## src/rtl/aes_seq_pkg.sv

```systemverilog
// aes_seq_pkg -- shared types and constants for the AES byte-serial sequencer.
//   aes_seq_state_t : sequencer FSM state encoding
//   BLOCK_BYTES     : bytes per key/block frame
//   BYTE_CNT_W      : width of the byte counter
//   WAIT_CNT_W      : width of the core multicycle wait counter
//   FIPS_*          : FIPS-197 reference vectors (bench use)
package aes_seq_pkg;

    localparam int BLOCK_BYTES = 16;
    localparam int BYTE_CNT_W  = 4;
    localparam int WAIT_CNT_W  = 4;

    typedef enum logic [2:0] {
        IDLE     = 3'd0,
        LOAD_KEY = 3'd1,
        LOAD_BLK = 3'd2,
        RUN      = 3'd3,
        OUT      = 3'd4
    } aes_seq_state_t;

    localparam logic [127:0] FIPS_KEY     = 128'h000102030405060708090a0b0c0d0e0f;
    localparam logic [127:0] FIPS_PT      = 128'h00112233445566778899aabbccddeeff;
    localparam logic [127:0] FIPS_CT      = 128'h69c4e0d86a7b0430d8cdb78070b4c55a;
    // AES-128 of an all-zero block under an all-zero key.
    localparam logic [127:0] ZERO_KEY_CT  = 128'h66e94bd4ef8a2c3b884cfa59ca342b2e;

endpackage

```

## src/rtl/aes_byte_shreg.sv

```systemverilog
// aes_byte_shreg -- byte-wide shift register with parallel load.
//   clk, rst_n : clock, async active-low reset (clears to 0)
//   en         : global enable; low holds contents
//   load       : parallel load of load_data (wins over shift)
//   shift      : shift left one byte, shift_in enters at the bottom
//   q          : register contents; q[WIDTH-1 -: 8] is the oldest byte
module aes_byte_shreg #(
    parameter int WIDTH = 128
) (
    input  logic             clk,
    input  logic             rst_n,
    input  logic             en,
    input  logic             load,
    input  logic [WIDTH-1:0] load_data,
    input  logic             shift,
    input  logic [7:0]       shift_in,
    output logic [WIDTH-1:0] q
);

    logic [WIDTH-1:0] q_q, q_d;

    always_comb begin
        q_d = q_q;
        if (en) begin
            if (load)       q_d = load_data;
            else if (shift) q_d = {q_q[WIDTH-9:0], shift_in};
        end
    end

    always_ff @(posedge clk or negedge rst_n) begin
        if (!rst_n) q_q <= '0;
        else        q_q <= q_d;
    end

    assign q = q_q;

endmodule

```

## src/rtl/aes_io_sequencer.sv

```systemverilog
// aes_io_sequencer -- byte-serial front end for a combinational AES core.
// Collects a 128-bit key or block over an 8-bit ready/valid stream, holds the
// core inputs for CORE_WAIT+1 cycles, captures the result and streams it out.
//   clk/rst_n            : clock, async active-low reset
//   ena                  : global enable, low freezes every register
//   abort                : return to IDLE, key retained, any block dropped
//   in_valid/in_ready/in_data/in_key/in_dec : input byte stream
//   out_valid/out_ready/out_data/out_last   : output byte stream
//   busy, key_loaded     : status
//   core_key/core_block/core_dec            : AES core inputs
//   core_enc_result/core_dec_result         : AES core outputs
// Build option: AES_SEQ_DECRYPT_EN enables decrypt; when undefined core_dec
// stays 0 and core_dec_result is never used so the decrypt core can be pruned.
module aes_io_sequencer
    import aes_seq_pkg::aes_seq_state_t;
    import aes_seq_pkg::IDLE;
    import aes_seq_pkg::LOAD_KEY;
    import aes_seq_pkg::LOAD_BLK;
    import aes_seq_pkg::RUN;
    import aes_seq_pkg::OUT;
    import aes_seq_pkg::BYTE_CNT_W;
    import aes_seq_pkg::WAIT_CNT_W;
#(
    parameter int CORE_WAIT   = 2,
    parameter int BLOCK_BYTES = 16
) (
    input  logic         clk,
    input  logic         rst_n,
    input  logic         ena,
    input  logic         abort,
    input  logic         in_valid,
    output logic         in_ready,
    input  logic [7:0]   in_data,
    input  logic         in_key,
    input  logic         in_dec,
    output logic         out_valid,
    input  logic         out_ready,
    output logic [7:0]   out_data,
    output logic         out_last,
    output logic         busy,
    output logic         key_loaded,
    output logic [127:0] core_key,
    output logic [127:0] core_block,
    output logic         core_dec,
    input  logic [127:0] core_enc_result,
    input  logic [127:0] core_dec_result
);

    localparam logic [BYTE_CNT_W-1:0] LAST_BYTE = BYTE_CNT_W'(BLOCK_BYTES - 1);

    aes_seq_state_t          state_q, state_d;
    logic [BYTE_CNT_W-1:0]   byte_cnt_q, byte_cnt_d;
    logic [WAIT_CNT_W-1:0]   wait_cnt_q, wait_cnt_d;
    logic                    key_loaded_q, key_loaded_d;
    logic                    dec_q, dec_d;

    logic                    key_shift, blk_shift, res_load, res_shift;
    logic                    in_hs, out_hs, last_byte, dec_sel;
    logic [127:0]            result_sel, res_q;

`ifdef AES_SEQ_DECRYPT_EN
    assign dec_sel    = in_dec;
    assign result_sel = dec_q ? core_dec_result : core_enc_result;
`else
    assign dec_sel    = 1'b0;
    assign result_sel = core_enc_result;
    logic unused_dec;
    assign unused_dec = ^{core_dec_result, in_dec};
`endif

    assign in_ready  = (state_q == IDLE) || (state_q == LOAD_KEY) || (state_q == LOAD_BLK);
    assign out_valid = (state_q == OUT);
    assign out_last  = out_valid && (byte_cnt_q == LAST_BYTE);
    assign out_data  = res_q[127:120];
    assign busy      = (state_q != IDLE);
    assign key_loaded = key_loaded_q;
    assign core_dec  = dec_q;

    assign in_hs     = in_valid && in_ready;
    assign out_hs    = out_valid && out_ready;
    assign last_byte = (byte_cnt_q == LAST_BYTE);

    always_comb begin
        state_d      = state_q;
        byte_cnt_d   = byte_cnt_q;
        wait_cnt_d   = wait_cnt_q;
        key_loaded_d = key_loaded_q;
        dec_d        = dec_q;
        key_shift    = 1'b0;
        blk_shift    = 1'b0;
        res_load     = 1'b0;
        res_shift    = 1'b0;

        case (state_q)
            IDLE: begin
                if (in_hs) begin
                    byte_cnt_d = BYTE_CNT_W'(1);
                    if (in_key) begin
                        state_d   = LOAD_KEY;
                        key_shift = 1'b1;
                    end else begin
                        state_d   = LOAD_BLK;
                        blk_shift = 1'b1;
                        dec_d     = dec_sel;
                    end
                end
            end
            LOAD_KEY: begin
                if (in_hs) begin
                    key_shift = 1'b1;
                    if (last_byte) begin
                        state_d      = IDLE;
                        byte_cnt_d   = '0;
                        key_loaded_d = 1'b1;
                    end else begin
                        byte_cnt_d = byte_cnt_q + BYTE_CNT_W'(1);
                    end
                end
            end
            LOAD_BLK: begin
                if (in_hs) begin
                    blk_shift = 1'b1;
                    if (last_byte) begin
                        state_d    = RUN;
                        byte_cnt_d = '0;
                        wait_cnt_d = WAIT_CNT_W'(CORE_WAIT);
                    end else begin
                        byte_cnt_d = byte_cnt_q + BYTE_CNT_W'(1);
                    end
                end
            end
            RUN: begin
                // Core inputs have been stable for CORE_WAIT+1 cycles when
                // the counter is seen at zero; capture then.
                if (wait_cnt_q == '0) begin
                    res_load = 1'b1;
                    state_d  = OUT;
                end else begin
                    wait_cnt_d = wait_cnt_q - WAIT_CNT_W'(1);
                end
            end
            OUT: begin
                if (out_hs) begin
                    if (last_byte) begin
                        state_d    = IDLE;
                        byte_cnt_d = '0;
                    end else begin
                        res_shift  = 1'b1;
                        byte_cnt_d = byte_cnt_q + BYTE_CNT_W'(1);
                    end
                end
            end
            default: state_d = IDLE;
        endcase

        // Abort overrides everything, including a same-cycle handshake.
        if (abort) begin
            state_d      = IDLE;
            byte_cnt_d   = '0;
            wait_cnt_d   = wait_cnt_q;
            key_loaded_d = key_loaded_q;
            dec_d        = dec_q;
            key_shift    = 1'b0;
            blk_shift    = 1'b0;
            res_load     = 1'b0;
            res_shift    = 1'b0;
        end
    end

    always_ff @(posedge clk or negedge rst_n) begin
        if (!rst_n) begin
            state_q      <= IDLE;
            byte_cnt_q   <= '0;
            wait_cnt_q   <= '0;
            key_loaded_q <= 1'b0;
            dec_q        <= 1'b0;
        end else if (ena) begin
            state_q      <= state_d;
            byte_cnt_q   <= byte_cnt_d;
            wait_cnt_q   <= wait_cnt_d;
            key_loaded_q <= key_loaded_d;
            dec_q        <= dec_d;
        end
    end

    aes_byte_shreg #(.WIDTH(128)) u_key_reg (
        .clk       (clk),
        .rst_n     (rst_n),
        .en        (ena),
        .load      (1'b0),
        .load_data ('0),
        .shift     (key_shift),
        .shift_in  (in_data),
        .q         (core_key)
    );

    aes_byte_shreg #(.WIDTH(128)) u_blk_reg (
        .clk       (clk),
        .rst_n     (rst_n),
        .en        (ena),
        .load      (1'b0),
        .load_data ('0),
        .shift     (blk_shift),
        .shift_in  (in_data),
        .q         (core_block)
    );

    aes_byte_shreg #(.WIDTH(128)) u_res_reg (
        .clk       (clk),
        .rst_n     (rst_n),
        .en        (ena),
        .load      (res_load),
        .load_data (result_sel),
        .shift     (res_shift),
        .shift_in  (8'h00),
        .q         (res_q)
    );

endmodule

```

## config.mk

```make
export PLATFORM = sky130hd
export DESIGN_NAME = aes_io_sequencer
export DESIGN_NICKNAME = d
export VERILOG_FILES = /design/src/rtl/aes_seq_pkg.sv /design/src/rtl/aes_byte_shreg.sv /design/src/rtl/aes_io_sequencer.sv
export SDC_FILE = /design/constraint.sdc
export NUM_CORES = 1
export LEC_CHECK = 0
export CORE_AREA = 3 3 210 212
export DETAILED_ROUTE_END_ITERATION = 16
export DIE_AREA = 0 0 213 215
export PLACE_DENSITY = 0.66
export SLEW_MARGIN = 20
export SYNTH_ARGS = -nofsm -noshare
export SYNTH_HDL_FRONTEND = slang
export SYNTH_SLANG_ARGS = --single-unit
```

## constraint.sdc

```tcl
create_clock -name clk -period 3.5 [get_ports clk]
set_input_delay 0.7 -clock clk [delete_from_list [all_inputs] [get_ports clk]]
set_output_delay 0.7 -clock clk [all_outputs]
set_load 0.02 [all_outputs]
```

==> run_results.csv <==
group,metric,value,unit
synth,synthDistinctLibCells,47,
clocking,ctsHoldBuffers,0,
synth,synth-main-ff-cell,"dfrtp_1",
synth,avgSynthCellArea,15.7,sq um
sta,tightestPinTransition,888,ps
layout,stdcell_area,22800,sq um
drt,route.met2.wl,18.9,mm
critical_path,crit_path_top_delay_cell,"clkdlybuf4s50_1",
sta,max_freq,323,MHz
critical_path,cp_cell_sequence,"nor3b_1, and2_1, clkdlybuf4s50_1",
drt,wl_met1,16.8,mm
synth,ys_seq_area_share,59.6,%
placement,port_buffers,411,
sta,relSlewSlack,40.4,%
layout,area.growth.synth_to_final,37.4,%
sta,setup_ws,403,ps
placement,dp_worst_setup_slack,381,ps
power,power,13.8,mW
sta,finalCriticalPeriod,3100,ps
floorplan,rows,75,
layout,antenna_cells,0,
grt,grt_pass1_vias,10800,
drt,routedWlPerCell,19.5,um
power,peakVddDrop,0.624,mV
placement,dpl-instance-area,21300,sq um
worst_hold_path,hold_class,"input port to async pin",
clocking,path_clk_slew,60,ps
drt,vias_per_cell,4.94,
placement,place_congestion,0.764,
sta,rsz0062_at_grt,"false",
drt,met3_length,3.51,mm
power,power.density,603,nW/um^2
critical_path,startpoint,"state_q[2]",
power,power_leakage,10.9,nW
critical_path,worstSetupPathType,"flop to output port",
layout,num-fill-cells,3519,
critical_path,cp_data_arrival_time,2400,ps
floorplan,die_area,45800,sq um
critical_path,cp.required,2800,ps
clocking,cts_tree,"yes",
clocking,post_cts_buffers,0,
grt,grt_max_degree,92,
sta,skew,20.0,ps
synth,ys_seq_elements,396,
critical_path,reg2regPathDepth,7,
status,status,"complete, no violations",
synth,synth_edf_count,0,
drt,dr.pass1.iters,4,
drt,routed_wirelength,39.9,mm
clocking,cts_resized,0,
clocking,cts_sinks,396,
placement,dp_hpwl,28.4,mm
clocking,cts_root_buffer,"clkbuf_16",
floorplan,die_w,213,um
synth,syn-instance-count,1059,
sta,hold_viol_final,0,
sta,final.setup.tns,0,ps
clocking,clk_latency,550,ps
synth,syn_area,16600,sq um
drt,drc,0,
run,max_cap_violations,0,
clocking,clock_path_buffers,3,
sta,drv_slew,0,
sta,fin_hold_ws,87.2,ps
layout,nNetsFinal,1746,
layout,layout-drive-gt1-share,35.5,%
sta,finalSetupViolCount,0,
grt,grt_usage,17.3,%
sta,fin_crit_sh,88.5,%
critical_path,cp-start-kind,"flop",
critical_path,cpPeakStageDelay,670,ps
floorplan,start_util,39.4,%
drt,ant_nets,0,
critical_path,cp_max_fo,13,
grt,grt_antenna_before_repair,1,
clocking,h-tree-depth,2,
clocking,numCtsBuffers,44,
critical_path,r2r-start,"wait_cnt_q[0]",
synth,yosys_warnings,0,
synth,synth_fp_nets,1333,
grt,grt_overflow,0,
floorplan,core_area,42100,sq um
floorplan,die_y,215,um
drt,initialDrtViolationCount,386,
drt,vias,10100,
floorplan,num_io_pins,542,
grt,grt_pass1_wl,62.4,mm
synth,ys_async_sr_fraction,100,%
drt,top_layer,"met5",
critical_path,setup.worst_path.end_class,"output port",
## final cells by class
class	instances	area, sq um	area share [%]
Tap cell	539	674	2.95
Inverter	6	22.5	0.0986
Sequential cell	396	9910	43.4
Clock inverter	10	153	0.668
Clock buffer	66	1360	5.93
Timing Repair Buffer	439	4480	19.6
Multi-Input combinational cell	585	6250	27.4
## report_power, final
part | switching [mW] | total [mW] | internal [mW]
Sequential | 0.496 | 5.72 | 5.23
Clock | 1.79 | 4.73 | 2.95
Combinational | 1.54 | 3.31 | 1.78
Total | 3.82 | 13.8 | 9.95
## flip-flops by register name, indices dropped and copies added (netlist names)
register and cells:
u_blk_reg.q 128, u_key_reg.q 128, u_res_reg.q 128, state_q 3, wait_cnt_q 4, key_loaded 1, byte_cnt_q 4
## cell usage after synthesis, types with 4 or more instances
cell type    n  area (sq um)
buf_8       10           150
clkbuf_1    14          52.6
and3_1       4          25.0
buf_4       10          75.1
a21oi_1      4          20.0
a22o_1       7          61.3
a32o_1       8          80.1
dfrtp_1    396          9910
inv_1        6          22.5
nor2_1       7          26.3
o21ai_0      7          35.0
mux2_2     426          4800
mux2_1      70           788
buf_2       34           170
nand2_1      6          22.5
## through the flow
step,utilization [%],cells
after floorplan,-,1059
after global placement,50.6,1965
after detailed placement,50.6,1965
after CTS,54.2,2041
after global routing,54.2,2041
final,54.2,2041
## layer usage
layer | vias up | GRT usage [%]
met5 | - | 0
met4 | 2 | 4.15
met3 | 47 | 7.03
met2 | 272 | 27.9
met1 | 5094 | 21.7
li1 | 4667 | -
## placed cells by master, fill, tap and decap left out, types with 3 or more instances in the layout
cell type / synthesis / layout
a211o_1: 3 / 3
a21oi_1: 4 / 4
a22o_1: 7 / 7
a32o_1: 8 / 8
and3_1: 4 / 4
buf_12: 0 / 12
buf_4: 10 / 16
bufinv_16: 0 / 4
clkbuf_1: 14 / 6
clkbuf_16: 0 / 45
clkbuf_8: 0 / 15
clkdlybuf4s50_1: 0 / 410
clkinv_2: 0 / 5
dfrtp_1: 396 / 396
inv_1: 6 / 6
mux2_1: 70 / 70
mux2_2: 426 / 426
nand2_1: 6 / 6
nor2_1: 7 / 7
o2111ai_1: 3 / 3
o21ai_0: 7 / 7
## worst paths after layout
| kind | endpoint | slack (ps) |
|---|---|---|
| max | out_last | 400 |
| min | u_blk_reg.q[51] | 90 |
| max reg2reg | u_res_reg.q[25] | 910 |
| min reg2reg | key_loaded | 480 |
| max in group asynchronous | u_key_reg.q[73] | 2580 |
| min in group clk | key_loaded | 480 |
## cells by family (layout without fill, tap and decap cells)
logic type,count (synthesis),in the layout,share of synthesized area [%]
AO/OA/AOI/OAI,44,44,2.09
XOR/XNOR,1,1,0.0527
adder cells (fa/ha/maj),2,2,0.151
buffers and inverters,78,521,2.97
flip-flops,396,396,59.6
multiplexers,496,496,33.6
other,1,1,0.0226
AND/OR/NAND/NOR,41,41,1.50
## worst max-delay path: cells and delay by family, from the launching register on
kind	cells	cell delay [ps]
flip-flops	1	600
AND/OR/NAND/NOR	2	570
buffers and inverters	1	670
(Power assumes the default switching activity.)
